`config.mk`:
```
export PLATFORM = sky130hd
export DESIGN_NAME = vec_divider
export DESIGN_NICKNAME = d
export VERILOG_FILES = /design/src/rtl/vec_divider_pkg.sv /design/src/rtl/vec_divider_step.sv /design/src/rtl/vec_divider.sv
export SDC_FILE = /design/constraint.sdc
export NUM_CORES = 1
export LEC_CHECK = 0
export CAP_MARGIN = 20
export CORE_ASPECT_RATIO = 1.2
export CORE_MARGIN = 3
export CORE_UTILIZATION = 30
export DETAILED_ROUTE_END_ITERATION = 8
export SKIP_CTS_REPAIR_TIMING = 1
export SYNTH_ARGS = -nofsm -noshare
export SYNTH_HDL_FRONTEND = slang
export SYNTH_SLANG_ARGS = --single-unit
```
`constraint.sdc`:
```
create_clock -name clk -period 29.9 [get_ports clk]
set_input_delay 2.99 -clock clk [delete_from_list [all_inputs] [get_ports clk]]
set_output_delay 2.99 -clock clk [all_outputs]
set_load 0.01 [all_outputs]
```
`src/rtl/vec_divider_pkg.sv`:
```
// Shared vALU definitions for the SIMD divider: element-width and op codes,
// FSM states and lane-partitioning helpers over a 64-bit beat.
package vec_divider_pkg;

    typedef enum logic [1:0] {
        SEW_8  = 2'b00,
        SEW_16 = 2'b01,
        SEW_32 = 2'b10,
        SEW_64 = 2'b11
    } sew_e;

    typedef enum logic [1:0] {
        OP_DIVU = 2'b00,
        OP_DIV  = 2'b01,
        OP_REMU = 2'b10,
        OP_REM  = 2'b11
    } op_e;

    typedef enum logic [1:0] {
        ST_IDLE  = 2'b00,
        ST_ITER  = 2'b01,
        ST_FIXUP = 2'b10,
        ST_DONE  = 2'b11
    } state_e;

    // One bit set at the most significant bit of every lane.
    function automatic logic [63:0] lane_msb_mask(input logic [1:0] sew);
        logic [63:0] m;
        m = 64'h8000_0000_0000_0000;
        case (sew)
            SEW_8:   m = 64'h8080_8080_8080_8080;
            SEW_16:  m = 64'h8000_8000_8000_8000;
            SEW_32:  m = 64'h8000_0000_8000_0000;
            default: ;
        endcase
        return m;
    endfunction

    function automatic logic [6:0] iter_count(input logic [1:0] sew, input logic en64);
        logic [6:0] w;
        w = 7'd0;
        case (sew)
            SEW_8:   w = 7'd8;
            SEW_16:  w = 7'd16;
            SEW_32:  w = 7'd32;
            default: w = en64 ? 7'd64 : 7'd0;
        endcase
        return w;
    endfunction

    // Copy the bit found at each lane MSB across the whole lane.
    function automatic logic [63:0] lane_bcast(input logic [63:0] v, input logic [1:0] sew);
        logic [63:0] m;
        logic [63:0] r;
        logic        k;
        m = lane_msb_mask(sew);
        r = '0;
        k = 1'b0;
        for (int i = 63; i >= 0; i--) begin
            if (m[i]) k = v[i];
            r[i] = k;
        end
        return r;
    endfunction

    // OR-reduction of each lane, reported at the lane MSB position only.
    function automatic logic [63:0] lane_any(input logic [63:0] x, input logic [1:0] sew);
        logic [63:0] m;
        logic [63:0] l;
        logic [63:0] r;
        logic        acc;
        m   = lane_msb_mask(sew);
        l   = {m[62:0], 1'b1};
        r   = '0;
        acc = 1'b0;
        for (int i = 0; i < 64; i++) begin
            if (l[i]) acc = 1'b0;
            acc = acc | x[i];
            if (m[i]) r[i] = acc;
        end
        return r;
    endfunction

    // Two's-complement negate per lane; the carry never crosses a lane boundary.
    function automatic logic [63:0] lane_neg(input logic [63:0] x, input logic [1:0] sew);
        logic [63:0] l;
        logic [63:0] r;
        logic        c;
        l = {lane_msb_mask(sew)[62:0], 1'b1};
        r = '0;
        c = 1'b0;
        for (int i = 0; i < 64; i++) begin
            if (l[i]) c = 1'b1;
            r[i] = ~x[i] ^ c;
            c    = ~x[i] & c;
        end
        return r;
    endfunction

endpackage

```
`src/rtl/vec_divider_step.sv`:
```
// One restoring-division step applied to every lane of a partitioned 64-bit
// {remainder, quotient} pair; purely combinational.
module vec_div_step
    import vec_divider_pkg::*;
(
    input  logic [63:0] rem_i,
    input  logic [63:0] quot_i,
    input  logic [63:0] div_i,
    input  logic [1:0]  sew_i,
    output logic [63:0] rem_o,
    output logic [63:0] quot_o
);

    logic [63:0] msb;
    logic [63:0] lsb;
    logic [63:0] q_sh;
    logic [63:0] r_shl;
    logic [63:0] r_sh;
    logic [63:0] diff;
    logic [63:0] keep_at;
    logic [63:0] keep;
    logic        q_top;
    logic        brw;
    logic        k;

    always_comb begin
        msb     = lane_msb_mask(sew_i);
        lsb     = {msb[62:0], 1'b1};
        q_sh    = {quot_i[62:0], 1'b0} & ~lsb;
        r_shl   = {rem_i[62:0], 1'b0};
        r_sh    = '0;
        diff    = '0;
        keep_at = '0;
        keep    = '0;
        q_top   = 1'b0;
        brw     = 1'b0;
        k       = 1'b0;

        // The quotient MSB of each lane feeds the LSB of that lane's remainder.
        for (int i = 63; i >= 0; i--) begin
            if (msb[i]) q_top = quot_i[i];
            r_sh[i] = lsb[i] ? q_top : r_shl[i];
        end

        // The rem bit shifted out of a lane is an implicit extra MSB: if set,
        // the trial subtraction always succeeds.
        for (int i = 0; i < 64; i++) begin
            if (lsb[i]) brw = 1'b0;
            diff[i] = r_sh[i] ^ div_i[i] ^ brw;
            brw     = (~r_sh[i] & div_i[i]) | (~(r_sh[i] ^ div_i[i]) & brw);
            if (msb[i]) keep_at[i] = rem_i[i] | ~brw;
        end

        for (int i = 63; i >= 0; i--) begin
            if (msb[i]) k = keep_at[i];
            keep[i] = k;
        end

        rem_o  = (diff & keep) | (r_sh & ~keep);
        quot_o = q_sh | (keep & lsb);
    end

endmodule

```
`src/rtl/vec_divider.sv`:
```
// Iterative SIMD divide/remainder unit: one 64-bit beat of packed lanes,
// radix-2 restoring division in all lanes in parallel, ready/valid input.
module vec_divider
    import vec_divider_pkg::*;
#(
    parameter int REQ_DATA_WIDTH  = 64,
    parameter int RESP_DATA_WIDTH = 64,
    parameter int SEW_WIDTH       = 2,
    parameter int OPSEL_WIDTH     = 2,
    parameter int DIV64_ENABLE    = 0
) (
    input  logic                       clk,
    input  logic                       rst,
    input  logic [REQ_DATA_WIDTH-1:0]  in_vec0,
    input  logic [REQ_DATA_WIDTH-1:0]  in_vec1,
    input  logic                       in_valid,
    output logic                       in_ready,
    input  logic [SEW_WIDTH-1:0]       in_sew,
    input  logic [OPSEL_WIDTH-1:0]     in_opSel,
    output logic [RESP_DATA_WIDTH-1:0] out_vec,
    output logic                       out_valid,
    output logic [1:0]                 dbg_state_o
);

    // Handshake: a request transfers on a rising edge where in_valid && in_ready;
    // in_ready is high in IDLE and DONE only; out_valid is a one-cycle strobe in DONE.

    state_e      state_q, state_d;
    logic [6:0]  cnt_q, cnt_d;
    logic [1:0]  sew_q, sew_d;
    logic [1:0]  op_q, op_d;
    logic [63:0] rem_q, rem_d;
    logic [63:0] quot_q, quot_d;
    logic [63:0] div_q, div_d;
    logic [63:0] a_q, a_d;
    logic [63:0] sa_q, sa_d;
    logic [63:0] sb_q, sb_d;
    logic [63:0] dz_q, dz_d;
    logic [63:0] ov_q, ov_d;
    logic [63:0] out_q, out_d;

    logic        accept;
    logic        in_signed;
    logic [63:0] in_msb;
    logic [63:0] in_sa;
    logic [63:0] in_sb;
    logic [63:0] in_abs_a;
    logic [63:0] in_abs_b;
    logic [63:0] in_dz;
    logic [63:0] in_ov;
    logic [63:0] step_rem;
    logic [63:0] step_quot;
    logic [6:0]  w_cnt;
    logic [63:0] q_neg;
    logic [63:0] q_fix;
    logic [63:0] r_fix;
    logic [63:0] q_fin;
    logic [63:0] r_fin;
    logic [63:0] result;

    assign in_ready    = (state_q == ST_IDLE) || (state_q == ST_DONE);
    assign out_valid   = (state_q == ST_DONE);
    assign out_vec     = out_q;
    assign dbg_state_o = state_q;
    assign accept      = in_valid && in_ready;

    // Operand conditioning on the request: signs, magnitudes, special lanes.
    always_comb begin
        in_msb    = lane_msb_mask(in_sew);
        in_signed = (in_opSel == OP_DIV) || (in_opSel == OP_REM);
        in_sa     = in_signed ? lane_bcast(in_vec0 & in_msb, in_sew) : '0;
        in_sb     = in_signed ? lane_bcast(in_vec1 & in_msb, in_sew) : '0;
        in_abs_a  = (lane_neg(in_vec0, in_sew) & in_sa) | (in_vec0 & ~in_sa);
        in_abs_b  = (lane_neg(in_vec1, in_sew) & in_sb) | (in_vec1 & ~in_sb);
        in_dz     = lane_bcast(~lane_any(in_vec1, in_sew) & in_msb, in_sew);
        in_ov     = in_signed
                  ? lane_bcast(~lane_any(in_vec0 ^ in_msb, in_sew)
                               & ~lane_any(~in_vec1, in_sew) & in_msb, in_sew)
                  : '0;
    end

    vec_div_step u_step (
        .rem_i  (rem_q),
        .quot_i (quot_q),
        .div_i  (div_q),
        .sew_i  (sew_q),
        .rem_o  (step_rem),
        .quot_o (step_quot)
    );

    // Sign restoration and special-lane overrides applied in FIXUP.
    always_comb begin
        w_cnt  = iter_count(sew_q, DIV64_ENABLE != 0);
        q_neg  = sa_q ^ sb_q;
        q_fix  = (lane_neg(quot_q, sew_q) & q_neg) | (quot_q & ~q_neg);
        r_fix  = (lane_neg(rem_q, sew_q) & sa_q) | (rem_q & ~sa_q);
        q_fin  = (q_fix & ~dz_q & ~ov_q) | dz_q | (a_q & ov_q);
        r_fin  = (r_fix & ~dz_q & ~ov_q) | (a_q & dz_q);
        result = ((op_q == OP_REMU) || (op_q == OP_REM)) ? r_fin : q_fin;
        if (w_cnt == 7'd0) result = '0;
    end

    always_comb begin
        state_d = state_q;
        cnt_d   = cnt_q;
        sew_d   = sew_q;
        op_d    = op_q;
        rem_d   = rem_q;
        quot_d  = quot_q;
        div_d   = div_q;
        a_d     = a_q;
        sa_d    = sa_q;
        sb_d    = sb_q;
        dz_d    = dz_q;
        ov_d    = ov_q;
        out_d   = out_q;
        case (state_q)
            ST_IDLE, ST_DONE: begin
                if (accept) begin
                    state_d = ST_ITER;
                    cnt_d   = '0;
                    sew_d   = in_sew;
                    op_d    = in_opSel;
                    rem_d   = '0;
                    quot_d  = in_abs_a;
                    div_d   = in_abs_b;
                    a_d     = in_vec0;
                    sa_d    = in_sa;
                    sb_d    = in_sb;
                    dz_d    = in_dz;
                    ov_d    = in_ov;
                end else begin
                    state_d = ST_IDLE;
                end
            end
            // W step cycles then one settle cycle (cnt == W) keeps latency at W+2.
            ST_ITER: begin
                if (cnt_q == w_cnt) begin
                    state_d = ST_FIXUP;
                end else begin
                    rem_d  = step_rem;
                    quot_d = step_quot;
                    cnt_d  = cnt_q + 7'd1;
                end
            end
            ST_FIXUP: begin
                out_d   = result;
                state_d = ST_DONE;
            end
            default: state_d = ST_IDLE;
        endcase
    end

    always_ff @(posedge clk) begin
        if (rst) begin
            state_q <= ST_IDLE;
            cnt_q   <= '0;
            sew_q   <= '0;
            op_q    <= '0;
            rem_q   <= '0;
            quot_q  <= '0;
            div_q   <= '0;
            a_q     <= '0;
            sa_q    <= '0;
            sb_q    <= '0;
            dz_q    <= '0;
            ov_q    <= '0;
            out_q   <= '0;
        end else begin
            state_q <= state_d;
            cnt_q   <= cnt_d;
            sew_q   <= sew_d;
            op_q    <= op_d;
            rem_q   <= rem_d;
            quot_q  <= quot_d;
            div_q   <= div_d;
            a_q     <= a_d;
            sa_q    <= sa_d;
            sb_q    <= sb_d;
            dz_q    <= dz_d;
            ov_q    <= ov_d;
            out_q   <= out_d;
        end
    end

endmodule

```
==> tab_implementation.tex, run 1 <==
\begin{tabular}{lr}
\hline
Metric & Value \\
\hline
\multicolumn{2}{l}{\textbf{Synth}} \\
EDFF count, synth & 0 \\
Most frequent cells after synthesis & 368 x sky130\_fd\_sc\_hd\_\_nand2\_1, 364 x sky130\_fd\_sc\_hd\_\_dfxtp\_1, 333 x sky130\_fd\_sc\_hd\_\_inv\_1, 274 x sky130\_fd\_sc\_hd\_\_a21oi\_1, 258 x sky130\_fd\_sc\_hd\_\_nor2\_1 \\
Proportion of netlist area held by the largest area contributor & 0.288 \\
Proportion of synthesized chip area in sequential cells & 0.288 \\
Mapped Nets & 3,498 \\
Leading cell type by number of instances after synthesis & sky130\_fd\_sc\_hd\_\_nand2\_1 \\
Dominant cells by area after synthesis & sky130\_fd\_sc\_hd\_\_dfxtp\_1 29\%, sky130\_fd\_sc\_hd\_\_ha\_1 13\%, sky130\_fd\_sc\_hd\_\_mux2i\_1 9.4\% \\
Most used flip-flop cell after synthesis & sky130\_fd\_sc\_hd\_\_dfxtp\_1 \\
Async SR Flop Fraction & 0 \\
Number of warning messages in the yosys log & 0 \\
Netlist area before placement & 25,300 sq um \\
Number of distinct standard cells referenced by the synthesized netlist & 74 \\
Library cell with the largest summed area after synthesis & sky130\_fd\_sc\_hd\_\_dfxtp\_1 \\
Number of instances in the synthesized netlist & 3,044 \\
Synthesis-stage register bit count & 364 \\
Mean cell area of the mapped netlist & about 8.3 sq um \\
\multicolumn{2}{l}{\textbf{Final layout}} \\
Filler cells & between 8,000 and 9,000 \\
Post-synthesis to final-layout area growth & 17.3\% \\
Area used by multi-input combinational logic & 16,000 sq um \\
Non-filler instance count after layout & 4,269 \\
Number of nets in the layout & 3,577 \\
FF/Latch Area & 7290 sq um \\
Fraction of final layout cells with drive strength greater than 1 & 0.0751 \\
\multicolumn{2}{l}{\textbf{Power and ir drop}} \\
Leakage component of the power & $\sim$12 nW \\
Worst VDD drop & 49.2 uV \\
Pwr dens & 84.0 nW/um\^{}2 \\
\multicolumn{2}{l}{\textbf{Worst setup path}} \\
Worst setup slack for register-to-register paths & between 2000 and 2500 ps \\
Dominant delay contributor by cell family on the critical path & adder cells \\
Number of buffers and inverters on the critical path & 13 \\
Setup crit start kind & flop \\
Data required, critical path & $\sim$30,000 ps \\
Biggest cell delay along the critical path & 640 ps \\
Capturing element type of the critical path & flop \\
Capturing point of the worst reg2reg path & rem\_q[34]\$\_SDFFE\_PP0P\_ \\
Arr. time, crit path & 28,150 ps \\
Library cell contributing the largest single delay on the critical path & sky130\_fd\_sc\_hd\_\_dfxtp\_1 \\
Setup crit end & rem\_q[34]\$\_SDFFE\_PP0P\_ \\
Stages on the worst setup path & slightly above 90 \\
Worst setup path start & sew\_q[0]\$\_SDFFE\_PP0P\_ \\
Critical-path maximum fanout & 16 \\
RR Startpoint & sew\_q[0]\$\_SDFFE\_PP0P\_ \\
Startpoint-to-endpoint class of the critical path & reg2reg \\
CP dominant cell by count & sky130\_fd\_sc\_hd\_\_fa\_1 \\
Path depth of the worst reg2reg path & 91 \\
\multicolumn{2}{l}{\textbf{Global routing}} \\
Global router's overall resource usage & 0.186 \\
Global-route wire length before repair & 128,000 um \\
Initial antenna violation count & 3 \\
Number of global-route vias before repair & 21,383 \\
GR Overflow Total & 0 \\
Pin count of the biggest net entering global routing & 180 \\
\multicolumn{2}{l}{\textbf{STA}} \\
Hold Fails Final Rpt & 0 \\
Largest clock skew in the final design & 36.0 ps \\
Highest attainable clock frequency & 36.1 MHz \\
Number of setup violations in the final report & 0 \\
Clock period minus final worst setup slack & roughly 28,000 ps \\
Worst Setup Slack, final & 2190 ps \\
Transition time at the pin with the least slew margin & 1120 ps \\
WHS & roughly 450 ps \\
Setup total negative slack & 0 ps \\
Fraction of the cycle the final worst path needs & 0.927 \\
Unrepaired setup endpoints after global routing & no \\
Tightest slew margin relative to the limit & 0.254 \\
Pins Over Slew Limit & 0 \\
\multicolumn{2}{l}{\textbf{Floorplanning}} \\
Die area & 87,700 sq um \\
Placement row count & about 120 \\
Chip Width & 271 um \\
Area of the core & 82,700 sq um \\
Chip height & 324 um \\
Starting Density & 0.305 \\
Top-Level Pins & 203 \\
\multicolumn{2}{l}{\textbf{Outcome}} \\
Result of the run & finished clean \\
\multicolumn{2}{l}{\textbf{Route}} \\
Total number of vias & 21,804 \\
Post-detailed-route DRC marker count & 0 \\
Via density per instance & 5.11 \\
Detailed-route wire length per cell & about 20 um \\
Antenna viol nets, final & 0 \\
First-pass iteration count of the detailed router & 7 \\
Routed WL & about 84,000 um \\
Number of DRC violations after detailed-routing iteration 0 & between 1,500 and 2,000 \\
\multicolumn{2}{l}{\textbf{Clock tree}} \\
Clock transition time at the flip-flop clock pins of the worst setup and hold paths & 60 ps \\
Number of H-tree branching levels & 2 \\
Maximum clock insertion buffer count & 3 \\
Root buffer selected by CTS & sky130\_fd\_sc\_hd\_\_clkbuf\_16 \\
Number of clock sinks & 364 \\
Latest clock arrival within the worst-skew pair & approximately 600 ps \\
Clock tree from TritonCTS & done \\
Number of clock buffers inserted by TritonCTS & 44 \\
\multicolumn{2}{l}{\textbf{Flow run}} \\
Number of maximum-capacitance constraint violations & 0 \\
\multicolumn{2}{l}{\textbf{Place}} \\
Placed cell count & 4,187 \\
Post-placement setup slack & 2200 ps \\
Total half-perimeter wirelength after legalization and detailed placement & 60,100 um \\
Weighted congestion at the end of routability-driven global placement & 0.855 \\
Quantity of I/O buffers inserted on ports & 202 \\
\multicolumn{2}{l}{\textbf{Min path}} \\
Type of the worst min-delay path & reg2reg \\
Launch point of the worst hold path & div\_q[63]\$\_SDFFE\_PP0P\_ \\
\hline
\end{tabular}
[report_power, final]
group,total [mW],switching (mW),leakage (nW),internal [mW]
clock,0.553,0.232,0.717,0.322
combinational,1.23,0.708,8.01,0.521
sequential,0.705,0.111,2.97,0.594
total,2.49,1.05,11.7,1.44
[worst min-delay path: cells and delay by family (launching register included)]
kind            cells  cell delay [ps]
simple gates        1               50
flops               1              310
compound gates      1               50
[state kept, by name (all words and copies together), names as in the netlist]
| signal | count |
|---|---|
| sa_q | 8 |
| dz_q | 8 |
| dbg_state_o | 2 |
| ov_q | 8 |
| op_q | 1 |
| rem_q | 64 |
| sew_q | 2 |
| cnt_q | 7 |
| out_vec | 64 |
| div_q | 64 |
| quot_q | 64 |
| a_q | 64 |
| sb_q | 8 |
[cells by family (layout without fill, tap and decap cells)]
| group | Yosys count | count (layout) | share of synthesized area |
|---|---|---|---|
| adder cells (fa/ha/maj) | 319 | 319 | 0.177 |
| AO/OA/AOI/OAI | 722 | 722 | 0.182 |
| flip-flops | 364 | 364 | 0.288 |
| other | 0 | 4 | 0 |
| multiplexers | 325 | 325 | 0.134 |
| XOR/XNOR | 19 | 19 | 0.00689 |
| AND/OR/NAND/NOR | 762 | 762 | 0.130 |
| buffers and inverters | 533 | 643 | 0.0823 |
[metal layers]
metal  share of wire  GRT usage  routed length [um]
met5         0.00016          0                  13
met4           0.027     0.0555                2280
met3           0.048     0.0243                4050
met2            0.50      0.335               42100
met1            0.42      0.231               35300
[per-stage QoR]
step	util	instance area (sq um)	power, mW
floorplan	-	25300	1.55
global placement	0.340	28200	1.91
detailed placement	0.340	28200	1.94
CTS	0.358	29600	2.50
global route	0.358	29600	2.69
finish	0.358	29600	2.49
[placed cells by master, fill, tap and decap left out, types with 11 or more instances in the layout]
master / Yosys / routed
sky130_fd_sc_hd__mux2i_1: 237 / 237
sky130_fd_sc_hd__nand3_1: 24 / 24
sky130_fd_sc_hd__dfxtp_1: 364 / 363
sky130_fd_sc_hd__ha_1: 256 / 255
sky130_fd_sc_hd__o211ai_1: 26 / 26
sky130_fd_sc_hd__a22oi_1: 48 / 48
sky130_fd_sc_hd__buf_4: 12 / 30
sky130_fd_sc_hd__o21ai_0: 135 / 135
sky130_fd_sc_hd__clkbuf_16: 0 / 45
sky130_fd_sc_hd__nor3_1: 11 / 11
sky130_fd_sc_hd__nand4_1: 13 / 13
sky130_fd_sc_hd__mux2_2: 85 / 85
sky130_fd_sc_hd__a211oi_1: 94 / 92
sky130_fd_sc_hd__nand2_1: 368 / 367
sky130_fd_sc_hd__nand2b_1: 28 / 28
sky130_fd_sc_hd__clkdlybuf4s50_1: 0 / 200
sky130_fd_sc_hd__a22o_1: 24 / 24
sky130_fd_sc_hd__a2bb2oi_1: 15 / 15
sky130_fd_sc_hd__nor2_1: 258 / 258
sky130_fd_sc_hd__a21oi_1: 274 / 274
sky130_fd_sc_hd__fa_1: 63 / 63
sky130_fd_sc_hd__inv_1: 333 / 333
sky130_fd_sc_hd__clkbuf_8: 0 / 12
sky130_fd_sc_hd__o221ai_1: 25 / 25
[cell type report]
type | instances | area share
diodes | 4 | 0.000338
clock buffers | 63 | 0.0444
clock inverters | 14 | 0.00460
inverters | 333 | 0.0422
multi-input cells | 2147 | 0.539
flip-flops and latches | 364 | 0.246
well taps | 1111 | 0.0469
repair buffers | 233 | 0.0765
[how the worst min path moves through the flow]
stage          slack, ps                     end  depth (start not counted)
6_report             450  div_q[63]$_SDFFE_PP0P_                          2
5_1_grt              480     a_q[6]$_SDFFE_PP0P_                          2
4_1_cts              450  div_q[63]$_SDFFE_PP0P_                          2
3_5_place_dp         440  div_q[63]$_SDFFE_PP0P_                          2
3_3_place_gp         440  div_q[23]$_SDFFE_PP0P_                          2
2_1_floorplan        430  div_q[23]$_SDFFE_PP0P_                          2
(Power assumes the default switching activity.)
==> run 2: changes to the inputs <==
Settings changed: CORE_UTILIZATION 30 to 60, PLACE_DENSITY set to 0.82.
==> tab_implementation.tex, run 2 (synthesis gave the netlist of run 1 again) <==
\begin{tabular}{lr}
\hline
Metric & Value \\
\hline
\multicolumn{2}{l}{\textbf{Floorplanning}} \\
Die area & 44,600 sq um (-49\%) \\
Placement row count & 81 (-30\%) \\
Top-Level Pins & 203 (unchanged) \\
Chip Width & 193 um (-29\%) \\
Starting Density & 0.614 (+0.309) \\
Area of the core & 41,100 sq um (-50\%) \\
Chip height & 231 um (-29\%) \\
\multicolumn{2}{l}{\textbf{Route}} \\
Total number of vias & 22,971 (+5.4\%) \\
First-pass iteration count of the detailed router & 9 (+2) \\
Post-detailed-route DRC marker count & 0 (unchanged) \\
Routed WL & 76,100 um (-9.2\%) \\
Antenna viol nets, final & 0 (unchanged) \\
Number of DRC violations after detailed-routing iteration 0 & 1,920 (+26\%) \\
Detailed-route wire length per cell & 20.7 um (+5.2\%) \\
Via density per instance & 6.24 (+22\%) \\
\multicolumn{2}{l}{\textbf{Worst setup path}} \\
Capturing point of the worst reg2reg path & rem\_q[11]\$\_SDFFE\_PP0P\_ \\
Arr. time, crit path & 28,770 ps (+620 ps) \\
Setup crit start kind & flop \\
Dominant delay contributor by cell family on the critical path & adder cells \\
Number of buffers and inverters on the critical path & 13 (unchanged) \\
Data required, critical path & 30,310 ps (-20 ps) \\
Stages on the worst setup path & 91 (unchanged) \\
Path depth of the worst reg2reg path & 91 (unchanged) \\
Capturing element type of the critical path & flop \\
Library cell contributing the largest single delay on the critical path & sky130\_fd\_sc\_hd\_\_dfxtp\_1 \\
RR Startpoint & sew\_q[0]\$\_SDFFE\_PP0P\_ \\
Critical-path maximum fanout & 17 (+1) \\
Worst setup slack for register-to-register paths & 1550 ps (-640 ps) \\
Worst setup path start & sew\_q[0]\$\_SDFFE\_PP0P\_ \\
Biggest cell delay along the critical path & 580 ps (-60 ps) \\
Setup crit end & rem\_q[11]\$\_SDFFE\_PP0P\_ \\
CP dominant cell by count & sky130\_fd\_sc\_hd\_\_fa\_1 \\
Startpoint-to-endpoint class of the critical path & reg2reg \\
\multicolumn{2}{l}{\textbf{Final layout}} \\
Post-synthesis to final-layout area growth & 13.8\% \\
Leading cell types in the layout, fill and taps excluded & 367 x sky130\_fd\_sc\_hd\_\_nand2\_1, 363 x sky130\_fd\_sc\_hd\_\_dfxtp\_1, 333 x sky130\_fd\_sc\_hd\_\_inv\_1 \\
FF/Latch Area & 7290 sq um (unchanged) \\
Fraction of final layout cells with drive strength greater than 1 & 0.0712 (-0.00392) \\
Area used by multi-input combinational logic & 16,000 sq um (unchanged) \\
Filler cells & 3,209 (-63\%) \\
Final design instance area without fill & 28,700 sq um (-3.0\%) \\
ANT cells & 0 (-4) \\
Number of nets in the layout & 3,573 (-0.11\%) \\
Leading cell type in the layout, fill and taps excluded & sky130\_fd\_sc\_hd\_\_nand2\_1 \\
\multicolumn{2}{l}{\textbf{STA}} \\
Fraction of the cycle the final worst path needs & 0.948 (+0.0214) \\
Pins Over Slew Limit & 0 (unchanged) \\
Setup total negative slack & 0 ps (unchanged) \\
Clock period minus final worst setup slack & 28,350 ps (+641 ps) \\
Transition time at the pin with the least slew margin & 1110 ps (-0.886 ps) \\
Largest clock skew in the final design & 14.7 ps (-21.4 ps) \\
Unrepaired setup endpoints after global routing & no \\
Highest attainable clock frequency & 35.3 MHz (-2.3\%) \\
Hold Fails Final Rpt & 0 (unchanged) \\
Number of setup violations in the final report & 0 (unchanged) \\
Tightest slew margin relative to the limit & 0.255 (+0.000593) \\
\multicolumn{2}{l}{\textbf{Flow run}} \\
Number of maximum-capacitance constraint violations & 0 (unchanged) \\
\multicolumn{2}{l}{\textbf{Clock tree}} \\
Clock transition time at the flip-flop clock pins of the worst setup and hold paths & 60 ps (about the same) \\
Number of H-tree branching levels & 2 (unchanged) \\
Number of clock sinks & 364 (unchanged) \\
Maximum clock insertion buffer count & 3 (unchanged) \\
Number of clock buffers inserted by TritonCTS & 40 (-9.1\%) \\
Root buffer selected by CTS & sky130\_fd\_sc\_hd\_\_clkbuf\_16 \\
Clock tree from TritonCTS & done \\
Latest clock arrival within the worst-skew pair & 560 ps (-40 ps) \\
\multicolumn{2}{l}{\textbf{Global routing}} \\
Global-route wire length before repair & 121,000 um (-5.6\%) \\
Initial antenna violation count & 0 (-3) \\
Pin count of the biggest net entering global routing & 108 (-40\%) \\
Global router's overall resource usage & 0.329 (+0.143) \\
Number of global-route vias before repair & 22,920 (+7.2\%) \\
GR Overflow Total & 0 (unchanged) \\
\multicolumn{2}{l}{\textbf{Place}} \\
Weighted congestion at the end of routability-driven global placement & 0.953 (+11\%) \\
Quantity of I/O buffers inserted on ports & 202 (unchanged) \\
Placed Instance Area & 27,400 sq um (-2.6\%) \\
Total half-perimeter wirelength after legalization and detailed placement & 54,000 um (-10\%) \\
\multicolumn{2}{l}{\textbf{Power and ir drop}} \\
Worst VDD drop & 64.0 uV (+30\%) \\
Pwr dens & 85.6 nW/um\^{}2 (+2.0\%) \\
Leakage component of the power & 11.6 nW (-0.70\%) \\
\multicolumn{2}{l}{\textbf{Outcome}} \\
Result of the run & finished clean \\
\multicolumn{2}{l}{\textbf{Min path}} \\
Type of the worst min-delay path & reg2reg \\
\hline
\end{tabular}
## run 2: per-layer routing
layer,up-vias,routed length (um),global-route usage
li1,10631,-,-
met1,11057,29300,0.397
met2,1025,37000,0.572
met4,0,3990,0.161
met3,258,5770,0.0537
met5,-,0,0
## run 2: worst min path at each step
stage,start,end,slack (ps),cells after the start
finish,a_q[5]$_SDFFE_PP0P_,a_q[5]$_SDFFE_PP0P_,460,2
global route,div_q[23]$_SDFFE_PP0P_,div_q[23]$_SDFFE_PP0P_,480,2
CTS,div_q[63]$_SDFFE_PP0P_,div_q[63]$_SDFFE_PP0P_,450,2
detailed placement,div_q[63]$_SDFFE_PP0P_,div_q[63]$_SDFFE_PP0P_,450,2
global placement,div_q[23]$_SDFFE_PP0P_,div_q[23]$_SDFFE_PP0P_,440,2
floorplan,div_q[23]$_SDFFE_PP0P_,div_q[23]$_SDFFE_PP0P_,430,2
## run 2: report_power, final
group	internal [mW]	switching, mW	leakage [nW]	total (mW)
Clock	0.300	0.212	0.641	0.513
Combinational	0.526	0.720	8.01	1.25
Sequential	0.594	0.108	2.97	0.703
## run 2: stage by stage
| step | setup slack, ps | instances | hold WS (ps) | power, mW | utilization |
|---|---|---|---|---|---|
| after floorplan | 4050 | 3044 | 432 | 1.55 | - |
| after global placement | 2350 | 3616 | 441 | 1.86 | 0.667 |
| after detailed placement | 1870 | 3616 | 446 | 1.93 | 0.667 |
| after CTS | 1750 | 3684 | 455 | 2.45 | 0.698 |
| after global routing | 487 | 3684 | 479 | 2.63 | 0.698 |
| final | 1550 | 3684 | 459 | 2.46 | 0.698 |
## run 2: worst register-to-register path, delay by kind of cell (launching register included)
| family | cells | cell delay (ps) |
|---|---|---|
| flops | 1 | 580 |
| buf+inv | 13 | 1130 |
| compound gates | 1 | 200 |
| mux | 4 | 1370 |
| simple gates | 9 | 1710 |
| fa+ha+maj | 64 | 23240 |
## run 2: final cells by class
| class | instances | area share |
|---|---|---|
| Clock inverter | 11 | 0.00562 |
| Inverter | 333 | 0.0435 |
| Clock buffer | 57 | 0.0399 |
| Multi-Input combinational cell | 2147 | 0.556 |
| Tap cell | 539 | 0.0235 |
| Sequential cell | 364 | 0.254 |
| Timing Repair Buffer | 233 | 0.0784 |
